[src/rtl/i2c_pkt_arbiter_if.sv]
// i2c_pkt_arbiter_if
// Groups the handshake and FIFO buses around the I2C packet arbiter.
//   s_pkt_*      : byte-stream packets from REQ_N requesters (valid/ready, last)
//   tx_fifo_*    : write side of the I2C controller TX FIFO
//   rx_fifo_*    : read side of the I2C controller RX FIFO (dout valid the cycle after ren)
//   m_rx_*       : received bytes routed back to requesters (one-cycle pulses)
// Modport slave is the arbiter's view; modport master is the environment's view.
interface i2c_pkt_arbiter_if #(
  parameter int REQ_N = 2
);
  logic [REQ_N-1:0]   s_pkt_valid;
  logic [8*REQ_N-1:0] s_pkt_data;
  logic [REQ_N-1:0]   s_pkt_last;
  logic [REQ_N-1:0]   s_pkt_ready;
  logic               tx_fifo_wen;
  logic               tx_fifo_full;
  logic [7:0]         tx_fifo_din;
  logic               tx_fifo_din_last;
  logic               rx_fifo_ren;
  logic               rx_fifo_empty;
  logic [7:0]         rx_fifo_dout;
  logic [REQ_N-1:0]   m_rx_valid;
  logic [7:0]         m_rx_data;

  modport slave (
    input  s_pkt_valid, s_pkt_data, s_pkt_last, tx_fifo_full, rx_fifo_empty, rx_fifo_dout,
    output s_pkt_ready, tx_fifo_wen, tx_fifo_din, tx_fifo_din_last, rx_fifo_ren,
           m_rx_valid, m_rx_data
  );

  modport master (
    output s_pkt_valid, s_pkt_data, s_pkt_last, tx_fifo_full, rx_fifo_empty, rx_fifo_dout,
    input  s_pkt_ready, tx_fifo_wen, tx_fifo_din, tx_fifo_din_last, rx_fifo_ren,
           m_rx_valid, m_rx_data
  );
endinterface

[src/rtl/i2c_pkt_arbiter.sv]
// i2c_pkt_arbiter
// Shares one I2C controller among REQ_N requesters. Whole packets are granted
// round-robin and streamed into the controller TX FIFO. Every read packet
// leaves a {requester, byte count} tag; the tags steer RX FIFO bytes back to
// the requester that asked for them.
// Ports:
//   clk        : clock
//   resetn     : asynchronous active-low reset
//   bus        : i2c_pkt_arbiter_if.slave (requester, TX FIFO, RX FIFO, return buses)
//   grant_id_o : currently / last granted requester
//   busy_o     : packet in flight, read tags outstanding, or RX transfer active
module i2c_pkt_arbiter #(
  parameter int REQ_N     = 2,
  parameter int TAG_DEPTH = 4
) (
  input  logic                    clk,
  input  logic                    resetn,
  i2c_pkt_arbiter_if.slave        bus,
  output logic [1:0]              grant_id_o,
  output logic                    busy_o
);

  localparam int AW = $clog2(TAG_DEPTH);

  localparam logic [0:0] A_IDLE = 1'b0;
  localparam logic [0:0] A_FWD  = 1'b1;

  localparam logic [1:0] R_IDLE = 2'd0;
  localparam logic [1:0] R_REQ  = 2'd1;
  localparam logic [1:0] R_CAP  = 2'd2;

  logic [0:0]       aState_q, aState_d;
  logic [1:0]       grant_q, grant_d;
  logic [1:0]       rrPtr_q, rrPtr_d;
  logic             firstByte_q, firstByte_d;
  logic             isRd_q, isRd_d;

  logic [1:0]       rState_q, rState_d;
  logic [3:0]       rem_q, rem_d;
  logic [1:0]       rxId_q, rxId_d;
  logic [REQ_N-1:0] rxValid_q;
  logic [7:0]       rxData_q;

  logic [5:0]       tagMem_q [TAG_DEPTH];
  logic [AW-1:0]    wrPtr_q, rdPtr_q;
  logic [AW:0]      tagCnt_q;

  logic             found;
  logic [1:0]       winner;
  logic             selValid, selLast;
  logic [7:0]       selData;
  logic             fwd, xfer, effRd, tagPush, tagPop, tagFull, tagEmpty, ren;
  logic [1:0]       nextPtr;
  logic [5:0]       tagHead;

  // Round-robin search: the lowest valid index at or above rrPtr wins,
  // otherwise the lowest valid index below it (the wrapped part of the ring).
  always_comb begin
    found  = 1'b0;
    winner = 2'd0;
    for (int i = REQ_N - 1; i >= 0; i--) begin
      if (bus.s_pkt_valid[i] && (2'(i) < rrPtr_q)) begin
        found  = 1'b1;
        winner = 2'(i);
      end
    end
    for (int i = REQ_N - 1; i >= 0; i--) begin
      if (bus.s_pkt_valid[i] && (2'(i) >= rrPtr_q)) begin
        found  = 1'b1;
        winner = 2'(i);
      end
    end
  end

  always_comb begin
    selValid = 1'b0;
    selData  = 8'h00;
    selLast  = 1'b0;
    for (int i = 0; i < REQ_N; i++) begin
      if (grant_q == 2'(i)) begin
        selValid = bus.s_pkt_valid[i];
        selData  = bus.s_pkt_data[8*i +: 8];
        selLast  = bus.s_pkt_last[i];
      end
    end
  end

  assign fwd      = (aState_q == A_FWD);
  assign xfer     = fwd & selValid & ~bus.tx_fifo_full;
  // The read flag is the LSB of the first (address) byte; a one-byte packet
  // must see it on the same cycle it is written, hence the bypass.
  assign effRd    = firstByte_q ? selData[0] : isRd_q;
  assign tagPush  = xfer & selLast & effRd & (selData[3:0] != 4'd0);
  assign nextPtr  = (grant_q == 2'(REQ_N - 1)) ? 2'd0 : grant_q + 2'd1;

  assign bus.tx_fifo_wen      = xfer;
  assign bus.tx_fifo_din      = fwd ? selData : 8'h00;
  assign bus.tx_fifo_din_last = fwd & selLast;

  always_comb begin
    bus.s_pkt_ready = '0;
    for (int i = 0; i < REQ_N; i++) begin
      bus.s_pkt_ready[i] = fwd && (grant_q == 2'(i)) && !bus.tx_fifo_full;
    end
  end

  // TX FSM: a grant needs tag room so that a read packet's push always fits.
  always_comb begin
    aState_d    = aState_q;
    grant_d     = grant_q;
    rrPtr_d     = rrPtr_q;
    firstByte_d = firstByte_q;
    isRd_d      = isRd_q;
    case (aState_q)
      A_IDLE: begin
        if (found && !tagFull) begin
          grant_d     = winner;
          firstByte_d = 1'b1;
          aState_d    = A_FWD;
        end
      end
      default: begin
        if (xfer) begin
          firstByte_d = 1'b0;
          isRd_d      = effRd;
          if (selLast) begin
            rrPtr_d  = nextPtr;
            aState_d = A_IDLE;
          end
        end
      end
    endcase
  end

  always_ff @(posedge clk or negedge resetn) begin
    if (!resetn) begin
      aState_q    <= A_IDLE;
      grant_q     <= 2'd0;
      rrPtr_q     <= 2'd0;
      firstByte_q <= 1'b0;
      isRd_q      <= 1'b0;
    end else begin
      aState_q    <= aState_d;
      grant_q     <= grant_d;
      rrPtr_q     <= rrPtr_d;
      firstByte_q <= firstByte_d;
      isRd_q      <= isRd_d;
    end
  end

  // Tag FIFO: entry = {requester id, outstanding byte count}.
  assign tagFull  = (tagCnt_q == (AW+1)'(TAG_DEPTH));
  assign tagEmpty = (tagCnt_q == '0);
  assign tagHead  = tagMem_q[rdPtr_q];

  always_ff @(posedge clk) begin
    if (tagPush) begin
      tagMem_q[wrPtr_q] <= {grant_q, selData[3:0]};
    end
  end

  always_ff @(posedge clk or negedge resetn) begin
    if (!resetn) begin
      wrPtr_q  <= '0;
      rdPtr_q  <= '0;
      tagCnt_q <= '0;
    end else begin
      if (tagPush) wrPtr_q <= wrPtr_q + AW'(1);
      if (tagPop)  rdPtr_q <= rdPtr_q + AW'(1);
      case ({tagPush, tagPop})
        2'b10:   tagCnt_q <= tagCnt_q + (AW+1)'(1);
        2'b01:   tagCnt_q <= tagCnt_q - (AW+1)'(1);
        default: tagCnt_q <= tagCnt_q;
      endcase
    end
  end

  // RX FSM: one RX FIFO read per two cycles; the tag is popped with its last byte.
  always_comb begin
    rState_d = rState_q;
    rem_d    = rem_q;
    rxId_d   = rxId_q;
    ren      = 1'b0;
    tagPop   = 1'b0;
    case (rState_q)
      R_IDLE: begin
        if (!tagEmpty) begin
          rem_d    = tagHead[3:0];
          rxId_d   = tagHead[5:4];
          rState_d = R_REQ;
        end
      end
      R_REQ: begin
        if (!bus.rx_fifo_empty) begin
          ren      = 1'b1;
          rState_d = R_CAP;
        end
      end
      R_CAP: begin
        rem_d = rem_q - 4'd1;
        if (rem_q == 4'd1) begin
          tagPop   = 1'b1;
          rState_d = R_IDLE;
        end else begin
          rState_d = R_REQ;
        end
      end
      default: rState_d = R_IDLE;
    endcase
  end

  always_ff @(posedge clk or negedge resetn) begin
    if (!resetn) begin
      rState_q  <= R_IDLE;
      rem_q     <= 4'd0;
      rxId_q    <= 2'd0;
      rxValid_q <= '0;
      rxData_q  <= 8'h00;
    end else begin
      rState_q <= rState_d;
      rem_q    <= rem_d;
      rxId_q   <= rxId_d;
      for (int i = 0; i < REQ_N; i++) begin
        rxValid_q[i] <= (rState_q == R_CAP) && (rxId_q == 2'(i));
      end
      if (rState_q == R_CAP) rxData_q <= bus.rx_fifo_dout;
    end
  end

  assign bus.rx_fifo_ren = ren;
  assign bus.m_rx_valid  = rxValid_q;
  assign bus.m_rx_data   = rxData_q;
  assign grant_id_o      = grant_q;
  assign busy_o          = fwd | ~tagEmpty | (rState_q != R_IDLE);

endmodule
[src/flat_wrapper.sv]
// flat-port wrapper written by rule: the top's interface ports become plain ports
module i2c_pkt_arbiter_flat 
#(
  parameter int REQ_N     = 2,
  parameter int TAG_DEPTH = 4
)
  (clk, resetn, grant_id_o, busy_o, bus_s_pkt_valid, bus_s_pkt_data, bus_s_pkt_last, bus_tx_fifo_full, bus_rx_fifo_empty, bus_rx_fifo_dout, bus_s_pkt_ready, bus_tx_fifo_wen, bus_tx_fifo_din, bus_tx_fifo_din_last, bus_rx_fifo_ren, bus_m_rx_valid, bus_m_rx_data);
  i2c_pkt_arbiter_if #(.REQ_N(REQ_N)) bus_i ();
  input  logic clk;
  input  logic resetn;
  output logic [1:0] grant_id_o;
  output logic busy_o;
  input wire logic [$bits(bus_i.s_pkt_valid)-1:0] bus_s_pkt_valid;
  input wire logic [$bits(bus_i.s_pkt_data)-1:0] bus_s_pkt_data;
  input wire logic [$bits(bus_i.s_pkt_last)-1:0] bus_s_pkt_last;
  input wire logic [$bits(bus_i.tx_fifo_full)-1:0] bus_tx_fifo_full;
  input wire logic [$bits(bus_i.rx_fifo_empty)-1:0] bus_rx_fifo_empty;
  input wire logic [$bits(bus_i.rx_fifo_dout)-1:0] bus_rx_fifo_dout;
  output wire logic [$bits(bus_i.s_pkt_ready)-1:0] bus_s_pkt_ready;
  output wire logic [$bits(bus_i.tx_fifo_wen)-1:0] bus_tx_fifo_wen;
  output wire logic [$bits(bus_i.tx_fifo_din)-1:0] bus_tx_fifo_din;
  output wire logic [$bits(bus_i.tx_fifo_din_last)-1:0] bus_tx_fifo_din_last;
  output wire logic [$bits(bus_i.rx_fifo_ren)-1:0] bus_rx_fifo_ren;
  output wire logic [$bits(bus_i.m_rx_valid)-1:0] bus_m_rx_valid;
  output wire logic [$bits(bus_i.m_rx_data)-1:0] bus_m_rx_data;
  assign bus_i.s_pkt_valid = bus_s_pkt_valid;
  assign bus_i.s_pkt_data = bus_s_pkt_data;
  assign bus_i.s_pkt_last = bus_s_pkt_last;
  assign bus_i.tx_fifo_full = bus_tx_fifo_full;
  assign bus_i.rx_fifo_empty = bus_rx_fifo_empty;
  assign bus_i.rx_fifo_dout = bus_rx_fifo_dout;
  assign bus_s_pkt_ready = bus_i.s_pkt_ready;
  assign bus_tx_fifo_wen = bus_i.tx_fifo_wen;
  assign bus_tx_fifo_din = bus_i.tx_fifo_din;
  assign bus_tx_fifo_din_last = bus_i.tx_fifo_din_last;
  assign bus_rx_fifo_ren = bus_i.rx_fifo_ren;
  assign bus_m_rx_valid = bus_i.m_rx_valid;
  assign bus_m_rx_data = bus_i.m_rx_data;
  i2c_pkt_arbiter #(.REQ_N(REQ_N), .TAG_DEPTH(TAG_DEPTH)) u_core (.clk(clk), .resetn(resetn), .bus(bus_i), .grant_id_o(grant_id_o), .busy_o(busy_o));
endmodule
[config.mk]
export PLATFORM = sky130hd
export DESIGN_NAME = i2c_pkt_arbiter_flat
export DESIGN_NICKNAME = d
export VERILOG_FILES = /design/src/rtl/i2c_pkt_arbiter_if.sv /design/src/rtl/i2c_pkt_arbiter.sv /design/src/flat_wrapper.sv
export SDC_FILE = /design/constraint.sdc
export NUM_CORES = 1
export LEC_CHECK = 0
export ABC_AREA = 1
export BUFFER_PORTS_ARGS = -buffer_cell sky130_fd_sc_hd__buf_4
export CAP_MARGIN = 20
export CORE_MARGIN = 1
export CORE_UTILIZATION = 35
export CTS_CLUSTER_DIAMETER = 50
export CTS_CLUSTER_SIZE = 40
export DETAILED_ROUTE_END_ITERATION = 6
export GPL_TIMING_DRIVEN = 0
export PLACE_DENSITY = 0.57
export SYNTH_ARGS = -nofsm -noshare
export SYNTH_HDL_FRONTEND = slang
export SYNTH_SLANG_ARGS = --single-unit
[constraint.sdc]
create_clock -name clk -period 3.1 [get_ports clk]
set_clock_uncertainty 0.15 [all_clocks]
set_input_delay 0.155 -clock clk [delete_from_list [all_inputs] [get_ports clk]]
set_output_delay 0.155 -clock clk [all_outputs]
set_load 0.05 [all_outputs]
# After elaboration in Yosys (flattened, before gate mapping)
# Memory sizes are Yosys's and may differ from the RTL's.
# Index checks and enable logic that the tools add are counted.
# totals
output_inout_bits	26
ff_bits	32
ramBits	24
in_bits	32
memories	1
elab_cells	112
# memory_table
name	words	word_bits	rd	rd_clocked_by_memory_dff	write_ports	line	text
u_core.tagMem_q	4	6	1	0	1	i2c_pkt_arbiter.sv:44	logic [5:0] tagMem_q [TAG_DEPTH];
# op_classes
n_eq_ne	11
magnitude_cmp	4
bitwise	11
add_sub_neg	6
n_mux	37
n_reduce_logical	29
# ops
cell	count
2-to-1 mux 1 bit	24
2-to-1 mux 8 bit	3
2-to-1 mux 2 bit	6
AND reduction 2 bit	6
logical AND 1 bit	11
equality test 2 x 1 -> 1 bit, second input constant	4
one-hot mux 4 bit (2 select lines)	1
nonzero test 2 bit	4
adder 2 x 1 -> 2 bit, second input constant	3
bitwise AND 1 bit	6
zero test 2 bit	3
!= test 2 bit, second input constant	3
one-hot mux 2 bit (3 select lines)	1
one-hot mux 3 bit (2 select lines)	1
equality test 2 bit, second input constant	2
equality test 4 x 1 -> 1 bit, second input constant	1
>= comparator 1 x 2 -> 1 bit, first input constant	2
less-than comparator 1 x 2 -> 1 bit, first input constant	2
2-to-1 mux 4 bit	1
nonzero test 4 bit	1
subtractor 4 x 1 -> 4 bit, second input constant	1
adder 3 x 1 -> 3 bit, second input constant	1
equality test 3 bit, second input constant	1
zero test 3 bit	1
other kinds (5)	9

# Depth between registers and ports, before layout
# Gate-level depths: netlist (run 1).
# depth
depth_word	10
depth_mapped	12
depth_no_buf	11

# Worst setup path before layout (run 1)
# Ideal clock, no wire load.
# synth_path
path_type	reg2reg
start	reg u_core.grant_q[0] (netlist: u_core.grant_id_o[0])
end	reg u_core.tagCnt_q[2]
path_slack_ps	390
stages_incl_launch_ff	12
required_ps	2819
path_buffers	1
arrival_ps	2429
cell_sequence	dfrtp_1 -> buf_4 -> nand2_1 -> nand2_2 -> nor2_4 -> nand2_4 -> nand3_4 -> ha_1 -> fa_1 -> a21oi_1 -> o21ai_0 -> xor2_1
# synth_between
word_cells_on_any_way	19
classes_between	eq/ne: 3; mux: 8; bitwise: 5; reduce/logical: 3
# synth_rtl
element	line	text
from (decl)	i2c_pkt_arbiter.sv:33	logic [1:0] grant_q, grant_d;
from (signal assigned)	i2c_pkt_arbiter.sv:144	grant_q <= grant_d;
zero test 2 bit	i2c_pkt_arbiter.sv:80	if (grant_q == 2'(i)) begin
2-to-1 mux 8 bit	i2c_pkt_arbiter.sv:80	
2-to-1 mux 8 bit (*)	i2c_pkt_arbiter.sv:80	
named net u_core.selData[3]	i2c_pkt_arbiter.sv:51	logic [7:0] selData;
nonzero test 4 bit (*)	i2c_pkt_arbiter.sv:93	assign tagPush = xfer & selLast & effRd & (selData[3:0] != 4'd0);
bitwise AND 1 bit (*)	i2c_pkt_arbiter.sv:93	
equality test 2 x 1 -> 1 bit or equality test 2 bit (tied branches)	i2c_pkt_arbiter.sv:170	case ({tagPush, tagPop})
one-hot mux 3 bit (2 select lines) or nonzero test 2 bit (tied branches)	-	
to (signal assigned)	i2c_pkt_arbiter.sv:171	2'b10: tagCnt_q <= tagCnt_q + (AW+1)'(1);
to (signal assigned)	i2c_pkt_arbiter.sv:172	2'b01: tagCnt_q <= tagCnt_q - (AW+1)'(1);
to (signal assigned)	i2c_pkt_arbiter.sv:173	default: tagCnt_q <= tagCnt_q;
to (decl)	i2c_pkt_arbiter.sv:46	logic [AW:0] tagCnt_q;
# Mark *: on every way through the listed nets, which the timed path passes. The rest lies on a longest branch.
# A chain may end at the register's enable or synchronous reset.

# Worst setup path after layout (run 1)
# Same ends and word-level chain as after synthesis.

==> results of run 1 <==
-- power groups by stage --
stage / Combinational (uW) / Sequential, uW / Clock (uW)
6_report: 1630 / 1010 / 360
2_1_floorplan: 984 / 1220 / 0
3_3_place_gp: 1610 / 1010 / 0
3_5_place_dp: 1630 / 1020 / 0
5_1_grt: 1800 / 1030 / 405
4_1_cts: 1650 / 1000 / 377
-- worst max-delay path: cells and delay by family (launching register included) --
family | cells | cell delay [ns]
AOI/OAI and AO/OA | 2 | 0.23
xor gates and xnor gates | 1 | 0.15
buffers and inverters | 1 | 0.26
adders and majority gates | 2 | 0.71
and+or+nand+nor | 5 | 0.50
DFF | 1 | 0.52
-- worst max path at each step --
stage | startpoint | to | slack, ns | depth (start not counted)
3_3_place_gp | u_core.grant_id_o[0] | u_core.tagCnt_q[2] | 0.48 | 11
5_1_grt | u_core.grant_id_o[0] | u_core.tagCnt_q[2] | 0.28 | 11
2_1_floorplan | u_core.grant_id_o[0] | u_core.tagCnt_q[2] | 0.39 | 11
6_report | u_core.grant_id_o[0] | u_core.tagCnt_q[2] | 0.47 | 11
4_1_cts | u_core.grant_id_o[0] | u_core.tagCnt_q[2] | 0.46 | 11
3_5_place_dp | u_core.grant_id_o[0] | u_core.tagCnt_q[2] | 0.47 | 11
-- final cells by class --
cell class	instances	area, um^2	area share
clock inverter	3	17.52	0.005475
buffer	8	48.80	0.01525
timing repair buffer	68	540.5	0.1689
clock buffer	5	68.82	0.02151
multi-input combinational	180	972.2	0.3039
inverter	28	105.1	0.03285
sequential	49	1326	0.4145
tap	96	120.1	0.03754
-- metal layers --
layer	share of wire	global-route usage	vias to the layer above
li1	-	-	997
met1	0.47	0.1838	862
met2	0.48	0.2451	60
met3	0.047	0.03080	5
met4	0.0079	0.04091	0
met5	0	0	-
-- flip-flops by register name (all words and copies together) (netlist names) --
signal / count
u_core.grant_id_o: 1
u_core.bus.m_rx_data: 8
u_core.rrPtr_q: 1
u_core.firstByte_q: 1
u_core.rem_q: 4
u_core.bus.m_rx_valid: 2
u_core.tagMem_q: 20
u_core.aState_q: 1
u_core.rdPtr_q: 2
u_core.isRd_q: 1
u_core.rState_q: 2
u_core.rxId_q: 1
u_core.wrPtr_q: 2
u_core.tagCnt_q: 3
-- cells in the final DEF, fill, tap and decap left out, drive strengths merged, types with 2 or more instances in the layout --
cell type,Yosys,final
nand2,84,84
buf,6,62
dfrtp,29,29
inv,27,27
nor2,27,27
edfxtp,20,20
o21ai,18,18
nand3,14,14
a21oi,12,12
dlygate4sd3,0,12
ha,7,7
clkbuf,2,7
nand4,4,4
nor3,4,4
o22ai,3,3
clkinv,1,3
xor2,2,2
-- kinds of logic after synthesis --
| logic type | synth area share |
|---|---|
| fa+ha+maj | 0.04388 |
| flops | 0.5408 |
| xor+xnor | 0.01072 |
| simple gates | 0.2673 |
| compound gates | 0.07296 |
| other cells | 0.001529 |
| buf+inv | 0.06275 |
-- stage by stage --
step	setup slack (ns)	instances	util
after CTS	0.4559	437	0.4709
final	0.4718	437	0.4709
after global routing	0.2807	437	0.4709
after floorplan	0.3901	265	-
after detailed placement	0.4663	417	0.4405
after global placement	0.4830	417	0.4405
==> reports/metrics.cfg, run 1 <==
[cells_and_area]
antenna_cells = 0
nets = 380
drive_above_1_share = 0.2815
finalInstanceArea_um2 = 3199
syn2layout_area_growth_pct = 30.46
num-fill-cells = 646

[synth]
synthDominantCellAreaShare = 0.2959
synth_edf_count = 20
syn_nets = 305
synth_top_area_cell = dfrtp_1
avgSynthCellArea_um2 = 9.254
synth_area_leaders = dfrtp_1, edfxtp_1, nand2_1
async_flop_share = 0.5918
synthFlopType = dfrtp_1
synth_seq_cells = 49
synth_cell_type_count = 31
synth_area_um2 = 2452
yosys-top-cells-count = nand2_1, dfrtp_1, inv_1
synthCells = 265
seq_area_frac_synth = 0.5408
synthMostInstantiatedCell = nand2_1
synth-warning-count = 0

[timing]
clock.fmax_mhz = 380.5
setup-violations-final = 0
finalCriticalPeriod_ns = 2.628
whs_ns = 0.05316
grt_setup_unrepaired = no
fin_crit_sh = 0.8478
final_hold_viol_count = 0
drv_slew = 0
final.setup.tns_ns = 0

[global_route]
overflow = 0
first_global_vias = 1792
grt_pass1_wl_um = 8197
grtUsageTotal = 0.1433
grt_max_degree = 30
antenna_found_initial = 0

[power]
clkPwrFrac = 0.120
totalPowerFinal_uw = 2994
swShare = 0.4837
vdd.ir_drop.worst_mv = 0.4801
switching_power_uw = 1448
p_int_uw = 1546
combPwrFrac = 0.543
p_leak_uw = 0.001521
seqPwrFrac = 0.336
p_per_area_nw_per_um2 = 935.8

[worst_setup_path]
end_kind = flip-flop
slowest_delay_ns = 0.52
rr_startpoint = u_core.grant_id_o[0]
criticalPathCategory = flip-flop to flip-flop
path_cells = buf_4 > nand2_1 > nand2_2 > nor2_4 > nand2_4 > nand3_4 > ha_1 > fa_1 > a21oi_1 > o21ai_0 > xor2_1
crit_slowest_cell = dfrtp_1
critPathLaunchType = flip-flop
r2r_end = u_core.tagCnt_q[2]
reg2reg_depth = 11
arrival_ns = 2.65
r2r_setup_slack_ns = 0.47
worstPathMaxFanout = 10
cp.required_ns = 3.13

[floorplanning]
fp.dieArea_um2 = 7345
dieWidth_um = 85.71
initial_utilization = 0.3610
dieHeight_um = 85.71
coreArea_um2 = 6794
ioPinCount = 58
rows = 30

[place]
placed_area_um2 = 2993
dp_hpwl_um = 3515
gp_congestion = 0.7822
io_buffers = 56

[min_path]
hold_depth = 3
hold_class = input port to flip-flop
min-delay-start = bus_s_pkt_data[2]
min_to = u_core.tagMem_q[0][2]

[clocking]
post_cts_resized = 0
clockBufferDepth = 2
postCtsHoldBufs = 12
clk_pin_slew_worst_paths_ns = 0.08
cts_tree = done
cts-root-buf = clkbuf_8
clock_latency_ns = 0.30
h-tree-depth = 2
cts_setup_buffers = 0
cts_inserted_buffers = 5
cts.sinks = 49

[detailed_routing]
drtIter0Drc = 87
vias = 1924
drc = 1
routed_wl_um = 4806
viasPerCell = 4.403
ant_nets = 0
first_pass_iters = 6
wl_per_cell_um = 11.00

[flow_run]
cap_viol_max_count = 0

[outcome]
violations = design-rule violations
status = complete, but fails checks

(Power assumes the default switching activity.)
==> run 2, diff against run 1 <==
- ABC_AREA: 1 -> 0
- PLACE_DENSITY: 0.57 -> 0.59
- clock period: 3.1 -> 2.1 ns (I/O delays scaled with it)
==> run 2 against run 1 <==
The flow finishes with violations (design-rule violations, negative setup slack). Combinational power is 40% higher. Sequential power rose by 51%. Sequential cell count unchanged. Non-clock buffer count grew 11. Fmax is 11% higher. Critical path type unchanged. Highest routed layer unchanged.
==> reports/metrics.cfg, run 2 <==
[outcome]
status = complete, but fails checks
violations = design-rule violations, negative setup slack

[cells_and_area]
top_register = u_core.tagMem_q
drive_above_1_share = 0.3863
antenna_cells = 0
syn2layout_area_growth_pct = 35.54
mostFrequentLayoutCell = buf_4
largest_reg_flops = 20
finalInstanceArea_um2 = 3207
nets = 316
layout_common_cells = buf_4, nand2_1, dfrtp_1

[power]
p_leak_uw = 0.001445
p_per_area_nw_per_um2 = 1374
vdd.ir_drop.worst_mv = 0.8919

[floorplanning]
rows = 29
ioPinCount = 58
dieHeight_um = 84.22
dieWidth_um = 84.22
fp.dieArea_um2 = 7093
initial_utilization = 0.3684
coreArea_um2 = 6422

[clocking]
cts_tree = done
cts_inserted_buffers = 5
clk_pin_slew_worst_paths_ns = 0.10
cts.sinks = 49
clock_latency_ns = 0.31
h-tree-depth = 2
clockBufferDepth = 2
cts-root-buf = clkbuf_8

[min_path]
hold_class = input port to flip-flop
hold_depth = 2

[timing]
drv_slew = 0
fin_ws_ns = -0.2779
fin_crit_sh = 1.132
clock.fmax_mhz = 420.5
grt_setup_unrepaired = yes
final_hold_viol_count = 0
final.setup.tns_ns = -0.4828
setup-violations-final = 3
finalCriticalPeriod_ns = 2.378

[detailed_routing]
viasPerCell = 4.782
drtIter0Drc = 67
drc = 12
wl_per_cell_um = 13.26
ant_nets = 0
routed_wl_um = 4693
first_pass_iters = 6
vias = 1693

[synth]
async_flop_share = 0.5918
synth_area_um2 = 2366
seq_area_frac_synth = 0.5605
syn_nets = 232
synthDominantCellAreaShare = 0.3067
synth_seq_cells = 49
synthFlopType = dfrtp_1
synth_top_area_cell = dfrtp_1
synth-warning-count = 0
synthCells = 192
synth_area_leaders = dfrtp_1, edfxtp_1, mux4_2
yosys-top-cells-count = nand2_1, dfrtp_1, edfxtp_1
avgSynthCellArea_um2 = 12.32
synth_cell_type_count = 42
synthMostInstantiatedCell = nand2_1
synth_edf_count = 20

[flow_run]
cap_viol_max_count = 0

[worst_setup_path]
worstPathMaxFanout = 7
r2r_setup_slack_ns = -0.28
slowest_delay_ns = 0.50
cp.required_ns = 2.15
arrival_ns = 2.43
path_cells = mux2_4 > mux2_4 > o311a_4 > inv_4 > ha_4 > fa_2 > mux2_4
criticalPathCategory = flip-flop to flip-flop
critPathLaunchType = flip-flop
crit_slowest_cell = dfrtp_2
crit_path_frequent_cell = mux2_4
reg2reg_depth = 7
end_kind = flip-flop

[global_route]
antenna_found_initial = 0
grt_max_degree = 30
grtUsageTotal = 0.1465
first_global_vias = 1783
grt_pass1_wl_um = 8107
overflow = 0

[place]
gp_congestion = 0.7499
dp_hpwl_um = 3238
placed_area_um2 = 2903
io_buffers = 56

-- run 2: repair_timing --
item	in CTS	in global routing
cloned	0	0
buffers inserted	7	1
pin swaps	4	4
hold buffers	14	0
endpoints found under the hold margin	45	0
endpoints found under the setup margin	24	24
gates resized for setup	2	9
-- run 2: path summary, 6_finish.rpt --
path,start,endpoint
worst max-delay path,u_core.grant_id_o[0],u_core.tagCnt_q[1]
worst min-delay path,bus_s_pkt_data[3],u_core.tagMem_q[2][3]
worst max register to register,u_core.grant_id_o[0],u_core.tagCnt_q[1]
worst min register to register,u_core.rxId_q[0],u_core.bus.m_rx_valid[0]
max in group asynchronous,resetn,u_core.grant_id_o[0]
min in group asynchronous,resetn,u_core.bus.m_rx_data[3]
-- run 2: cells by family (layout without fill, tap and decap cells) --
group / after synthesis / count (layout) / synth area share
XOR/XNOR: 7 / 7 / 0.02591
AO/OA/AOI/OAI: 16 / 16 / 0.05077
flip-flops: 49 / 49 / 0.5606
AND/OR/NAND/NOR: 71 / 71 / 0.1497
other: 1 / 1 / 0.001585
adder cells (fa/ha/maj): 8 / 8 / 0.04548
multiplexers: 22 / 22 / 0.1306
buffers and inverters: 18 / 103 / 0.03543
-- run 2: power breakdown --
part / internal [uW] / switching, uW / total, uW
Sequential: 1310 / 226 / 1530
Clock: 243 / 342 / 585
Combinational: 916 / 1370 / 2290
Total: 2460 / 1940 / 4410
-- run 2: area by class of cell --
type                            count  area (um^2)
Buffer                              9        45.04
Clock buffer                        5        68.82
Tap cell                           77        96.34
Inverter                            8        32.53
Fill cell                         572         3216
Timing Repair Buffer               78        620.6
Multi-Input combinational cell    125        991.0
Sequential cell                    49         1328
Clock inverter                      3        25.02
-- run 2: routing by layer --
| layer | GRT usage | vias up | routed length, um |
|---|---|---|---|
| met4 | 0.05643 | 0 | 69 |
| met1 | 0.1783 | 801 | 2104 |
| met2 | 0.2548 | 56 | 2272 |
| met5 | 0 | - | 0 |
| li1 | - | 828 | - |
| met3 | 0.03147 | 8 | 247 |
-- run 2: per-stage QoR --
| stage | setup slack (ns) | total power (uW) | util | instances | hold slack, ns |
|---|---|---|---|---|---|
| after floorplan | -0.4744 | 3156 | - | 192 | -0.3406 |
| after global placement | -0.5470 | 3738 | 0.4520 | 325 | -0.08766 |
| after detailed placement | -0.5956 | 3770 | 0.4520 | 325 | -0.08752 |
| after CTS | -0.2879 | 4437 | 0.4958 | 353 | 0.01570 |
| after global routing | -0.3339 | 4696 | 0.4993 | 354 | 0.02682 |
| final | -0.2779 | 4406 | 0.4993 | 354 | 0.03018 |
-- run 2: worst max-delay path, delay by kind of cell (launching register included) --
family          cells  cell delay (ns)
buf+inv             1             0.06
mux                 3             0.89
compound gates      1             0.13
fa+ha+maj           2             0.54
flops               1             0.50
==> run 3, diff against run 2 <==
- CTS_BUF_LIST: unset -> sky130_fd_sc_hd__clkbuf_4
- HOLD_SLACK_MARGIN: unset -> 0.15
==> run 3 against run 2 <==
Worst hold slack improved by 0.16 ns. Non-clock buffer count is 16 higher. Global-route usage up 0.51 points. Largest power group unchanged. The run still ends with design-rule violations, negative setup slack left. Combinational power grew 9.6%. Register-to-register slack about the same.
==> reports/metrics.cfg, run 3 (same netlist as run 2, synthesis figures left out) <==
[cells_and_area]
largest_reg_flops = 20
syn2layout_area_growth_pct = 42.46
drive_above_1_share = 0.4027
top_register = u_core.tagMem_q
mostFrequentLayoutCell = buf_4
nets = 332
layout_common_cells = buf_4, nand2_1, dfrtp_1
instances_no_fill = 370
utilization = 0.5248
antenna_cells = 0
finalInstanceArea_um2 = 3371

[clocking]
clockBufferDepth = 2
clk_pin_slew_worst_paths_ns = 0.16
cts-root-buf = clkbuf_4
cts_inserted_buffers = 5
cts_tree = done
h-tree-depth = 2
cts.sinks = 49
clock_latency_ns = 0.38

[power]
totalPowerFinal_uw = 4503
p_per_area_nw_per_um2 = 1336
p_leak_uw = 0.001522
vdd.ir_drop.worst_mv = 0.8256

[global_route]
first_global_vias = 1845
grtUsageTotal = 0.1516
top_usage_layer = met2
grt_pass1_wl_um = 8418
grt_max_degree = 30
overflow = 0
met3_usage = 0.04228
antenna_found_initial = 0
met1_usage = 0.1803
met2_usage = 0.2735

[worst_setup_path]
worstPathMaxFanout = 6
critPathLaunchType = flip-flop
crit_slowest_cell = dfrtp_2
cp_top_family = multiplexers
slowest_delay_ns = 0.51
arrival_ns = 2.50
end_kind = flip-flop
crit_buf_inv = 1
criticalPathCategory = flip-flop to flip-flop
cp.required_ns = 2.24
crit_path_frequent_cell = mux2_4
path_cells = mux2_4 > mux2_4 > o311a_4 > inv_4 > ha_4 > fa_2 > mux2_4
r2r_setup_slack_ns = -0.27

[min_path]
hold_class = input port to flip-flop

[outcome]
status = complete, but fails checks
violations = design-rule violations, negative setup slack

[detailed_routing]
wl_per_cell_um = 13.48
viasPerCell = 4.765
drtIter0Drc = 66
first_pass_iters = 6
routed_wl_um = 4987
vias = 1763
ant_nets = 0
drc = 12

[timing]
finalCriticalPeriod_ns = 2.369
fin_ws_ns = -0.2690
setup-violations-final = 8
final.setup.tns_ns = -0.7540
grt_setup_unrepaired = yes
drv_slew = 0
final_hold_viol_count = 0
clock.fmax_mhz = 422.1
fin_crit_sh = 1.128

[place]
place_inst = 325
gp_congestion = 0.7499
placed_area_um2 = 2903
dp_hpwl_um = 3238
io_buffers = 56

[floorplanning]
dieHeight_um = 84.22
ioPinCount = 58
rows = 29
initial_utilization = 0.3684
fp.dieArea_um2 = 7093
coreArea_um2 = 6422
dieWidth_um = 84.22

[flow_run]
cap_viol_max_count = 0

## run 3: changes by cell type in the layout (fill, tap and decap cells not counted), sizes merged
cell	before	now
buf	68	77
clkbuf	10	9
dlygate4sd3	14	22
## run 3: per-stage QoR
stage	hold WS, ns	worst slack (ns)
after floorplan	-0.3406	-0.4744
after CTS	0.1483	-0.2859
after global routing	0.2181	-0.3330
final	0.1930	-0.2690
after global placement	-0.08766	-0.5470
after detailed placement	-0.08752	-0.5956
## run 3: final timing paths
check | startpoint | end | depth (start not counted)
max | u_core.grant_id_o[0] | u_core.tagCnt_q[1] | 7
min | bus_tx_fifo_full | u_core.isRd_q | 5
max reg2reg | u_core.grant_id_o[0] | u_core.tagCnt_q[1] | 7
min reg2reg | u_core.rxId_q[0] | u_core.bus.m_rx_valid[0] | 1
max in group asynchronous | resetn | u_core.grant_id_o[0] | 4
min in group asynchronous | resetn | u_core.bus.m_rx_valid[0] | 4
## run 3: repair_timing
item                                    4_1_cts  5_1_grt
setup buffers                                10        5
endpoints found under the setup margin       25       25
pin swaps                                     4        4
gates resized for setup                      10       13
endpoints found under the hold margin        59        1
hold buffers                                 23        1
## run 3: per-layer routing
layer / wire, um / share of wire
met5: 0 / 0
met4: 35 / 0.0070
met3: 277 / 0.056
met2: 2485 / 0.50
met1: 2190 / 0.44
## run 3: power by group
part / total, uW / switching, uW / internal (uW)
registers: 1520 / 211 / 1310
logic: 2510 / 1440 / 1070
clock network: 473 / 334 / 140
total: 4500 / 1990 / 2510
## run 3: worst register-to-register path, stage by stage, from the launching register on
cell,delay [ns]
dfrtp_2,0.51
mux2_4,0.35
mux2_4,0.27
o311a_4,0.13
inv_4,0.06
ha_4,0.12
fa_2,0.42
mux2_4,0.27
## run 3: area by class of cell
type	count	area, um^2
timing repair buffer	94	799.5
clock buffer	5	37.54
tap	77	96.34
inverter	8	32.53
buffer	9	52.55
multi-input combinational	125	997.2
clock inverter	3	25.02
sequential	49	1330
fill	554	3052
